`src/rtl/vga_pkg.sv`:
```
`default_nettype none
// ============================================================================
// Module      : vga_pkg
// Description : Shared types and constants for the VGA timing generator:
//               test-pattern enum, colour-bar palette and the default
//               640x480 timing values.
// Revision    : 1.0 - initial release
// ============================================================================
package vga_pkg;

    typedef enum logic [1:0] {
        PAT_CHECK = 2'd0,
        PAT_BARS  = 2'd1,
        PAT_RAMP  = 2'd2,
        PAT_WHITE = 2'd3
    } pattern_e;

    // Colour-bar palette, packed as {r, g, b}
    localparam logic [23:0] c_bar_white   = 24'hFFFFFF;
    localparam logic [23:0] c_bar_yellow  = 24'hFFFF00;
    localparam logic [23:0] c_bar_cyan    = 24'h00FFFF;
    localparam logic [23:0] c_bar_green   = 24'h00FF00;
    localparam logic [23:0] c_bar_magenta = 24'hFF00FF;
    localparam logic [23:0] c_bar_red     = 24'hFF0000;
    localparam logic [23:0] c_bar_blue    = 24'h0000FF;
    localparam logic [23:0] c_bar_black   = 24'h000000;

    // Default 640x480@60 timing
    localparam int c_def_h_active = 640;
    localparam int c_def_h_fp     = 16;
    localparam int c_def_h_sync   = 96;
    localparam int c_def_h_bp     = 48;
    localparam int c_def_v_active = 480;
    localparam int c_def_v_fp     = 10;
    localparam int c_def_v_sync   = 2;
    localparam int c_def_v_bp     = 33;

    // Bar colour for bar index 0 (leftmost) .. 7 (rightmost)
    function automatic logic [23:0] bar_color(input logic [2:0] idx);
        logic [23:0] col;
        case (idx)
            3'd0:    col = c_bar_white;
            3'd1:    col = c_bar_yellow;
            3'd2:    col = c_bar_cyan;
            3'd3:    col = c_bar_green;
            3'd4:    col = c_bar_magenta;
            3'd5:    col = c_bar_red;
            3'd6:    col = c_bar_blue;
            default: col = c_bar_black;
        endcase
        return col;
    endfunction

endpackage
`default_nettype wire

```
`src/rtl/vga_timing_gen_axis_counter.sv`:
```
`default_nettype none
// ============================================================================
// Module      : vga_axis_counter
// Description : One raster axis: a wrapping position counter with active-area
//               and sync-window decode. Used once for h and once for v.
// Revision    : 1.0 - initial release
// ============================================================================
module vga_axis_counter #(
    parameter int ACTIVE = 640,
    parameter int FP     = 16,
    parameter int SYNC   = 96,
    parameter int BP     = 48,
    parameter bit POL    = 1'b0,
    parameter int CW     = 12
) (
    input  logic          clk,
    input  logic          reset_n,
    input  logic          advance,
    output logic [CW-1:0] count,
    output logic          wrap,
    output logic          active,
    output logic          sync
);

    localparam int            c_total      = ACTIVE + FP + SYNC + BP;
    localparam logic [CW-1:0] c_last       = CW'(c_total - 1);
    localparam logic [CW-1:0] c_active     = CW'(ACTIVE);
    localparam logic [CW-1:0] c_sync_start = CW'(ACTIVE + FP);
    localparam logic [CW-1:0] c_sync_end   = CW'(ACTIVE + FP + SYNC);

    logic [CW-1:0] count_q;
    logic [CW-1:0] count_d;

    // Next position: step on advance, wrap to 0 after the last position
    always_comb begin
        count_d = count_q;
        wrap    = 1'b0;
        if (advance) begin
            if (count_q == c_last) begin
                count_d = '0;
                wrap    = 1'b1;
            end else begin
                count_d = count_q + CW'(1);
            end
        end
    end

    // Position register
    always_ff @(posedge clk or negedge reset_n) begin
        if (!reset_n) begin
            count_q <= '0;
        end else begin
            count_q <= count_d;
        end
    end

    assign count  = count_q;
    assign active = (count_q < c_active);
    assign sync   = ((count_q >= c_sync_start) && (count_q < c_sync_end)) ? POL : ~POL;

endmodule
`default_nettype wire

```
`src/rtl/vga_timing_gen.sv`:
```
`default_nettype none
// ============================================================================
// Module      : vga_timing_gen
// Description : Parametrised VGA raster timing generator with optional
//               built-in test-pattern source. All outputs are registered and
//               lag the internal (h,v) counters by one clock.
//               Build option: define VGA_TPG_EN to compile in the pattern
//               generator; otherwise r/g/b are tied to 0.
//               The pattern source needs CW >= 8 (ramp uses x[7:0]).
// Revision    : 1.0 - initial release
// ============================================================================
module vga_timing_gen
    import vga_pkg::*;
#(
    parameter int H_ACTIVE = c_def_h_active,
    parameter int H_FP     = c_def_h_fp,
    parameter int H_SYNC   = c_def_h_sync,
    parameter int H_BP     = c_def_h_bp,
    parameter int V_ACTIVE = c_def_v_active,
    parameter int V_FP     = c_def_v_fp,
    parameter int V_SYNC   = c_def_v_sync,
    parameter int V_BP     = c_def_v_bp,
    parameter bit HS_POL   = 1'b0,
    parameter bit VS_POL   = 1'b0,
    parameter int CW       = 12
) (
    input  logic          clk,
    input  logic          reset_n,
    input  logic          enable,
    input  logic [1:0]    pattern_sel,
    output logic          hsync,
    output logic          vsync,
    output logic          pixel_valid,
    output logic [CW-1:0] x,
    output logic [CW-1:0] y,
    output logic          line_start,
    output logic          frame_start,
    output logic [7:0]    r,
    output logic [7:0]    g,
    output logic [7:0]    b
);

    logic [CW-1:0] w_h_count, w_v_count;
    logic          w_h_wrap, w_v_wrap;
    logic          w_h_active, w_v_active;
    logic          w_h_sync, w_v_sync;
    logic          w_h_origin;
    logic [23:0]   w_pixel_rgb;

    logic [CW-1:0] x_q, x_d, y_q, y_d;
    logic          hsync_q, hsync_d, vsync_q, vsync_d;
    logic          pixel_valid_q, pixel_valid_d;
    logic          line_start_q, line_start_d;
    logic          frame_start_q, frame_start_d;
    logic [23:0]   rgb_q, rgb_d;
    // Set while the counters sit at (0,0); driven from the vertical wrap
    logic          frame_origin_q, frame_origin_d;

    vga_axis_counter #(
        .ACTIVE (H_ACTIVE), .FP (H_FP), .SYNC (H_SYNC), .BP (H_BP),
        .POL    (HS_POL),   .CW (CW)
    ) u_h_axis (
        .clk     (clk),
        .reset_n (reset_n),
        .advance (enable),
        .count   (w_h_count),
        .wrap    (w_h_wrap),
        .active  (w_h_active),
        .sync    (w_h_sync)
    );

    vga_axis_counter #(
        .ACTIVE (V_ACTIVE), .FP (V_FP), .SYNC (V_SYNC), .BP (V_BP),
        .POL    (VS_POL),   .CW (CW)
    ) u_v_axis (
        .clk     (clk),
        .reset_n (reset_n),
        .advance (w_h_wrap),
        .count   (w_v_count),
        .wrap    (w_v_wrap),
        .active  (w_v_active),
        .sync    (w_v_sync)
    );

    assign w_h_origin = (w_h_count == '0);

`ifdef VGA_TPG_EN
    localparam int c_bar_w = H_ACTIVE / 8;

    pattern_e   pat_q, pat_d;
    logic [2:0] w_bar_idx;

    // Pattern select is captured on the frame-origin pixel so it applies from that pixel on
    always_comb begin
        pat_d = pat_q;
        if (enable && frame_origin_q) begin
            pat_d = pattern_e'(pattern_sel);
        end
    end

    // Latched pattern register
    always_ff @(posedge clk or negedge reset_n) begin
        if (!reset_n) begin
            pat_q <= PAT_CHECK;
        end else begin
            pat_q <= pat_d;
        end
    end

    // Bar index: number of bar boundaries already passed on this line
    always_comb begin
        w_bar_idx = 3'd0;
        for (int i = 1; i < 8; i++) begin
            if (w_h_count >= CW'(i * c_bar_w)) begin
                w_bar_idx = 3'(i);
            end
        end
    end

    // Pattern colour for the current counter position
    always_comb begin
        w_pixel_rgb = 24'h000000;
        case (pat_d)
            PAT_CHECK: w_pixel_rgb = (w_h_count[5] ^ w_v_count[5]) ? 24'hFFFFFF : 24'h000000;
            PAT_BARS:  w_pixel_rgb = bar_color(w_bar_idx);
            PAT_RAMP:  w_pixel_rgb = {3{w_h_count[7:0]}};
            default:   w_pixel_rgb = 24'hFFFFFF;
        endcase
    end
`else
    logic w_unused_pattern_sel;

    assign w_unused_pattern_sel = ^pattern_sel;
    assign w_pixel_rgb          = 24'h000000;
`endif

    // Output next-state: track the counters while enabled, hold/blank otherwise
    always_comb begin
        x_d            = x_q;
        y_d            = y_q;
        hsync_d        = hsync_q;
        vsync_d        = vsync_q;
        pixel_valid_d  = 1'b0;
        line_start_d   = 1'b0;
        frame_start_d  = 1'b0;
        rgb_d          = 24'h000000;
        frame_origin_d = frame_origin_q;
        if (enable) begin
            x_d            = w_h_count;
            y_d            = w_v_count;
            hsync_d        = w_h_sync;
            // vsync only moves at line start so it spans whole lines
            if (w_h_origin) begin
                vsync_d = w_v_sync;
            end
            pixel_valid_d  = w_h_active & w_v_active;
            line_start_d   = w_h_origin;
            frame_start_d  = frame_origin_q;
            frame_origin_d = w_v_wrap;
            if (w_h_active & w_v_active) begin
                rgb_d = w_pixel_rgb;
            end
        end
    end

    // Output registers with asynchronous reset to idle levels
    always_ff @(posedge clk or negedge reset_n) begin
        if (!reset_n) begin
            x_q            <= '0;
            y_q            <= '0;
            hsync_q        <= ~HS_POL;
            vsync_q        <= ~VS_POL;
            pixel_valid_q  <= 1'b0;
            line_start_q   <= 1'b0;
            frame_start_q  <= 1'b0;
            rgb_q          <= 24'h000000;
            frame_origin_q <= 1'b1;
        end else begin
            x_q            <= x_d;
            y_q            <= y_d;
            hsync_q        <= hsync_d;
            vsync_q        <= vsync_d;
            pixel_valid_q  <= pixel_valid_d;
            line_start_q   <= line_start_d;
            frame_start_q  <= frame_start_d;
            rgb_q          <= rgb_d;
            frame_origin_q <= frame_origin_d;
        end
    end

    assign x           = x_q;
    assign y           = y_q;
    assign hsync       = hsync_q;
    assign vsync       = vsync_q;
    assign pixel_valid = pixel_valid_q;
    assign line_start  = line_start_q;
    assign frame_start = frame_start_q;
    assign r           = rgb_q[23:16];
    assign g           = rgb_q[15:8];
    assign b           = rgb_q[7:0];

endmodule
`default_nettype wire

```
`config.mk`:
```
export PLATFORM = sky130hd
export DESIGN_NAME = vga_timing_gen
export DESIGN_NICKNAME = d
export VERILOG_FILES = /design/src/rtl/vga_pkg.sv /design/src/rtl/vga_timing_gen_axis_counter.sv /design/src/rtl/vga_timing_gen.sv
export SDC_FILE = /design/constraint.sdc
export NUM_CORES = 1
export LEC_CHECK = 0
export ABC_AREA = 1
export BUFFER_PORTS_ARGS = -buffer_cell sky130_fd_sc_hd__buf_2
export CORE_MARGIN = 4
export CORE_UTILIZATION = 59
export DETAILED_ROUTE_END_ITERATION = 6
export GPL_ROUTABILITY_DRIVEN = 0
export GPL_TIMING_DRIVEN = 1
export PLACE_DENSITY = 0.89
export SYNTH_ARGS = -nofsm -noshare
export SYNTH_HDL_FRONTEND = slang
export SYNTH_HIERARCHICAL = 1
export SYNTH_SLANG_ARGS = --single-unit
```
`constraint.sdc`:
```
create_clock -name clk -period 4.3 [get_ports clk]
set_clock_uncertainty 0.1 [all_clocks]
set_input_delay 0.86 -clock clk [delete_from_list [all_inputs] [get_ports clk]]
set_output_delay 0.86 -clock clk [all_outputs]
set_load 0.005 [all_outputs]
```
# Word level (Yosys, flattened, before mapping)
# Index checks and enable logic that the tools add are counted.
word_totals:
  register_bits: 54
  input_bits: 5
  out_inout_bits: 53
  word_cells: 36
op_classes:
  n_addsub: 2
  n_lt_le_gt_ge: 6
  eq_ne: 2
  n_mux: 11
  bitwise_logic: 1
  reduce_logical: 4
op_table:
  columns: ["op", "n"]
  rows:
  - ["$add 12x1->12 const B", 2]
  - ["$eq 12x10->1 const B", 2]
  - ["$lt 12x10->1 const B", 2]
  - ["$lt 12x9->1 const B", 2]
  - ["$mux 12", 2]
  - ["$ge 12x10->1 const B", 1]
  - ["$ge 12x9->1 const B", 1]
  - ["$logic_not 12->1", 1]
  - ["$mux 1", 9]
  - ["$logic_and 1x1->1", 2]
  - ["$reduce_and 2->1", 1]
  - ["$and 1x1->1", 1]

# Logic depth before layout (Yosys ltp)
depth:
  ltp_word: 4
  mapped_depth: 12
  mapped_depth_nobuf: 11

# Modules after synthesis
# Netlist, hierarchy kept.
by_module_without_submodules:
  columns: ["module", "n_inst", "cells_each", "area_each_um2", "seq_area_each_um2"]
  rows:
  - ["vga_timing_gen", 1, 158, 1368.8, 754.5]
  - ["vga_axis_counter (u_h_axis)", 1, 106, 764.5, 300.3]
  - ["vga_axis_counter (u_v_axis)", 1, 101, 744.5, 300.3]

# Worst setup path after synthesis
# No wires, ideal clock.
synth_timing:
  path_type: "input to register"
  startpoint: "in enable"
  endpoint: "reg u_v_axis.count_q[8], in the netlist u_v_axis/count[8]"
  setup_time_ns: 0.118
  t_arrival_ns: 1.889
  required_time_ns: 4.082
  path_slack_ns: 2.193
  path_stages: 9
  path_buffers: 2
  path_cell_list: "buf_2 > nand4_1 > inv_1 > buf_4 > nand2_1 > nor2_2 > nand2_1 > xor2_1 > inv_1"
synth_via:
  elab_chain_len: 1
synth_lines:
  columns: ["item", "line", "source"]
  rows:
  - ["start, declared", "vga_timing_gen.sv:29", "input logic enable,"]
  - ["$mux 1", "vga_timing_gen_axis_counter.sv:38", "if (advance) begin"]
  - ["net w_h_wrap", "vga_timing_gen.sv:44", "logic w_h_wrap, w_v_wrap;"]
  - ["end signal, assigned", "vga_timing_gen_axis_counter.sv:53", "count_q <= count_d;"]
  - ["end, declared", "vga_timing_gen_axis_counter.sv:31", "logic [CW-1:0] count_q;"]
# The timed path passes the listed nets, and every way through them passes these cells.
# A chain may end at the register's enable or synchronous reset.

# Worst setup path after layout
layout_timing:
  startpoint: "in enable"
  endpoint: "reg u_v_axis.count_q[10], in the netlist u_v_axis/count[10]"
# The elaborated chain is that of the path after synthesis.

==> results_dict.tcl <==
set metrics [dict create \
    synth.distinct_cells 28 \
    grt_pass1_wl_um 9380 \
    grt_max_degree 42 \
    ir_worst_vdd_uv 182 \
    use_met1_pct 26.7 \
    drt_first_pass_iters 4 \
    final-hold-violation-count 0 \
    ys_seq_area_share_pct 47.1 \
    die-width_um 77.8 \
    grt-busiest-layer "met2" \
    post_cts_resize_count 0 \
    setup_viol 0 \
    wl_um 5420 \
    cts_tree "done" \
    grt_remaining_overflow 0 \
    ys_ff_latch 54 \
    period_share_pct 58.9 \
    antenna_cells 0 \
    maxCapViolations 0 \
    nets 406 \
    first_iter_violations 182 \
    grt_pass1_vias 2020 \
    p_seq_share_pct 54.7 \
    drive_gt1_share_pct 16.6 \
    p_leak_nw 1.73 \
    hold_path_class "reg -> reg" \
    netSwitchingFraction_pct 30.1 \
    numCtsBuffers 5 \
    wl_per_cell_um 11.6 \
    core_um2 4720 \
    crit_fanout 41 \
    cp.arrival_ns 2.64 \
    synth_cells 365 \
    ctsHoldBuffers 0 \
    utilization_pct 65.4 \
    cts_root_buf "clkbuf_8" \
    slew_viol_final 0 \
    cp.required_ns 4.40 \
    fmax_ghz 0.395 \
    route.detailed.drc 0 \
    core.rowCount 25 \
    post_synth_instance_area_um2 2880 \
    dp_hpwl_um 3750 \
    die_area_um2 6060 \
    period_minus_slack_ns 2.53 \
    antenna_found_initial 0 \
    clock_latency_ns 0.30 \
    worstSetupStartpointType "input pin" \
    tightest_slew_ns 0.866 \
    syn_to_final_growth_pct 7.35 \
    cts_sinks 54 \
    pin_count 58 \
    use_met3_pct 3.48 \
    path_clk_slew_ns 0.09 \
    p_clk_share_pct 29.0 \
    grt_use_total_pct 19.1 \
    relSlewSlack_pct 42.3 \
    vias_per_cell 4.92 \
    p_int_mw 0.809 \
    cts_buffer_depth 2 \
    vias 2288 \
    portBuffers 31 \
    use_met2_pct 30.5 \
    htree_levels 2 \
    end_kind "flip-flop" \
    synth.avg_cell_area_um2 7.88 \
    yosysWarningCount 6 \
    p_comb_share_pct 16.3 \
    fin_tns_setup_ns 0 \
    initial_core_util_pct 60.9 \
    ant_nets 0 \
    layout_commonest_cell "nand2_1" \
    p_per_area_nw_per_um2 375 \
    rsz0062_at_grt "no" \
    status "complete, no violations" \
    postCtsSetupBuffers 0 \
    critPathKind "in -> reg" \
    final_cell_mix "nand2_1, dfrtp_1, inv_1" \
    power_mw 1.16 \
    fp.dieH_um 77.8 \
    switchingPower_mw 0.349 \
]
[logic make-up after synthesis]
kind of cell	count (synthesis)	synth area share [%]
XOR/XNOR	11	3.35
buffers and inverters	79	14.6
AO/OA/AOI/OAI	10	2.09
AND/OR/NAND/NOR	206	31.0
adder cells (fa/ha/maj)	4	1.74
flip-flops	54	47.1
other	1	0.130
[synth_stat cells (all sizes together)]
cell type / instances / share of area (%)
conb: 1 / 0.13
xnor2: 1 / 0.30
xor2: 10 / 3.0
ha: 4 / 1.7
nand3: 18 / 3.8
nor2: 40 / 6.3
nor3: 2 / 0.35
nand4: 9 / 2.0
nor4: 2 / 0.43
o21a: 1 / 0.26
inv: 47 / 6.1
o2111ai: 1 / 0.30
o311ai: 1 / 0.30
clkinv: 1 / 0.13
dfstp: 3 / 2.7
dfrtp: 51 / 44
nand2: 135 / 18
o21ai: 7 / 1.2
buf: 31 / 8.3
[state kept, by name (all words and copies together) (netlist names)]
register        cells
frame_origin_q      1
frame_start         1
hsync               1
line_start          1
pixel_valid         1
u_h_axis/count     12
u_v_axis/count     12
vsync               1
x                  12
y                  12
[final cells by class]
cell class / count / area (um^2)
clock inverters: 2 / 37.5
fillers: 373 / 1630
multi-input cells: 255 / 1190
inverters: 48 / 180
flip-flops and latches: 54 / 1360
clock buffers: 6 / 72.6
well taps: 67 / 83.8
repair buffers: 33 / 170
[per-stage QoR]
step | hold WS, ns | worst slack, ns | std cells | instance area (um^2)
2_1_floorplan | 0.342 | 2.19 | 388 | 2960
3_3_place_gp | 0.349 | 1.59 | 457 | 2980
3_5_place_dp | 0.353 | 1.52 | 457 | 2980
4_1_cts | 0.367 | 1.81 | 465 | 3090
5_1_grt | 0.402 | 1.62 | 465 | 3090
6_report | 0.366 | 1.77 | 465 | 3090
[power by group through the flow]
stage | Clock, mW | Sequential [mW] | Combinational, mW
finish | 0.336 | 0.633 | 0.188
global route | 0.365 | 0.641 | 0.217
CTS | 0.342 | 0.631 | 0.190
detailed placement | 0 | 0.640 | 0.188
global placement | 0 | 0.639 | 0.182
floorplan | 0 | 0.629 | 0.141
[final timing paths]
path	startpoint	to	slack, ns	cells past startpoint
hold reg to reg	hsync	hsync	0.37	2
max in group asynchronous	reset_n	frame_origin_q	2.76	2
setup / recovery	enable	u_v_axis/count[10]	1.77	9
min in group asynchronous	reset_n	u_v_axis/count[5]	0.56	1
hold / removal	hsync	hsync	0.37	2
setup reg to reg	u_h_axis/count[0]	u_v_axis/count[10]	1.91	10
[critical path, cell delays in order]
cell and delay (ns):
buf_2 0.07, buf_4 0.37, nand4_1 0.24, inv_1 0.32, nand2_1 0.21, nor2_2 0.25, nand4_1 0.15, nand2_1 0.11
inv_1 0.04
[metal layers]
layer	vias up	routed length, um
li1	1126	-
met1	1056	2400
met2	100	2550
met3	6	419
met4	0	52
met5	-	0
Note: power is estimated with default switching activity, not from simulation.
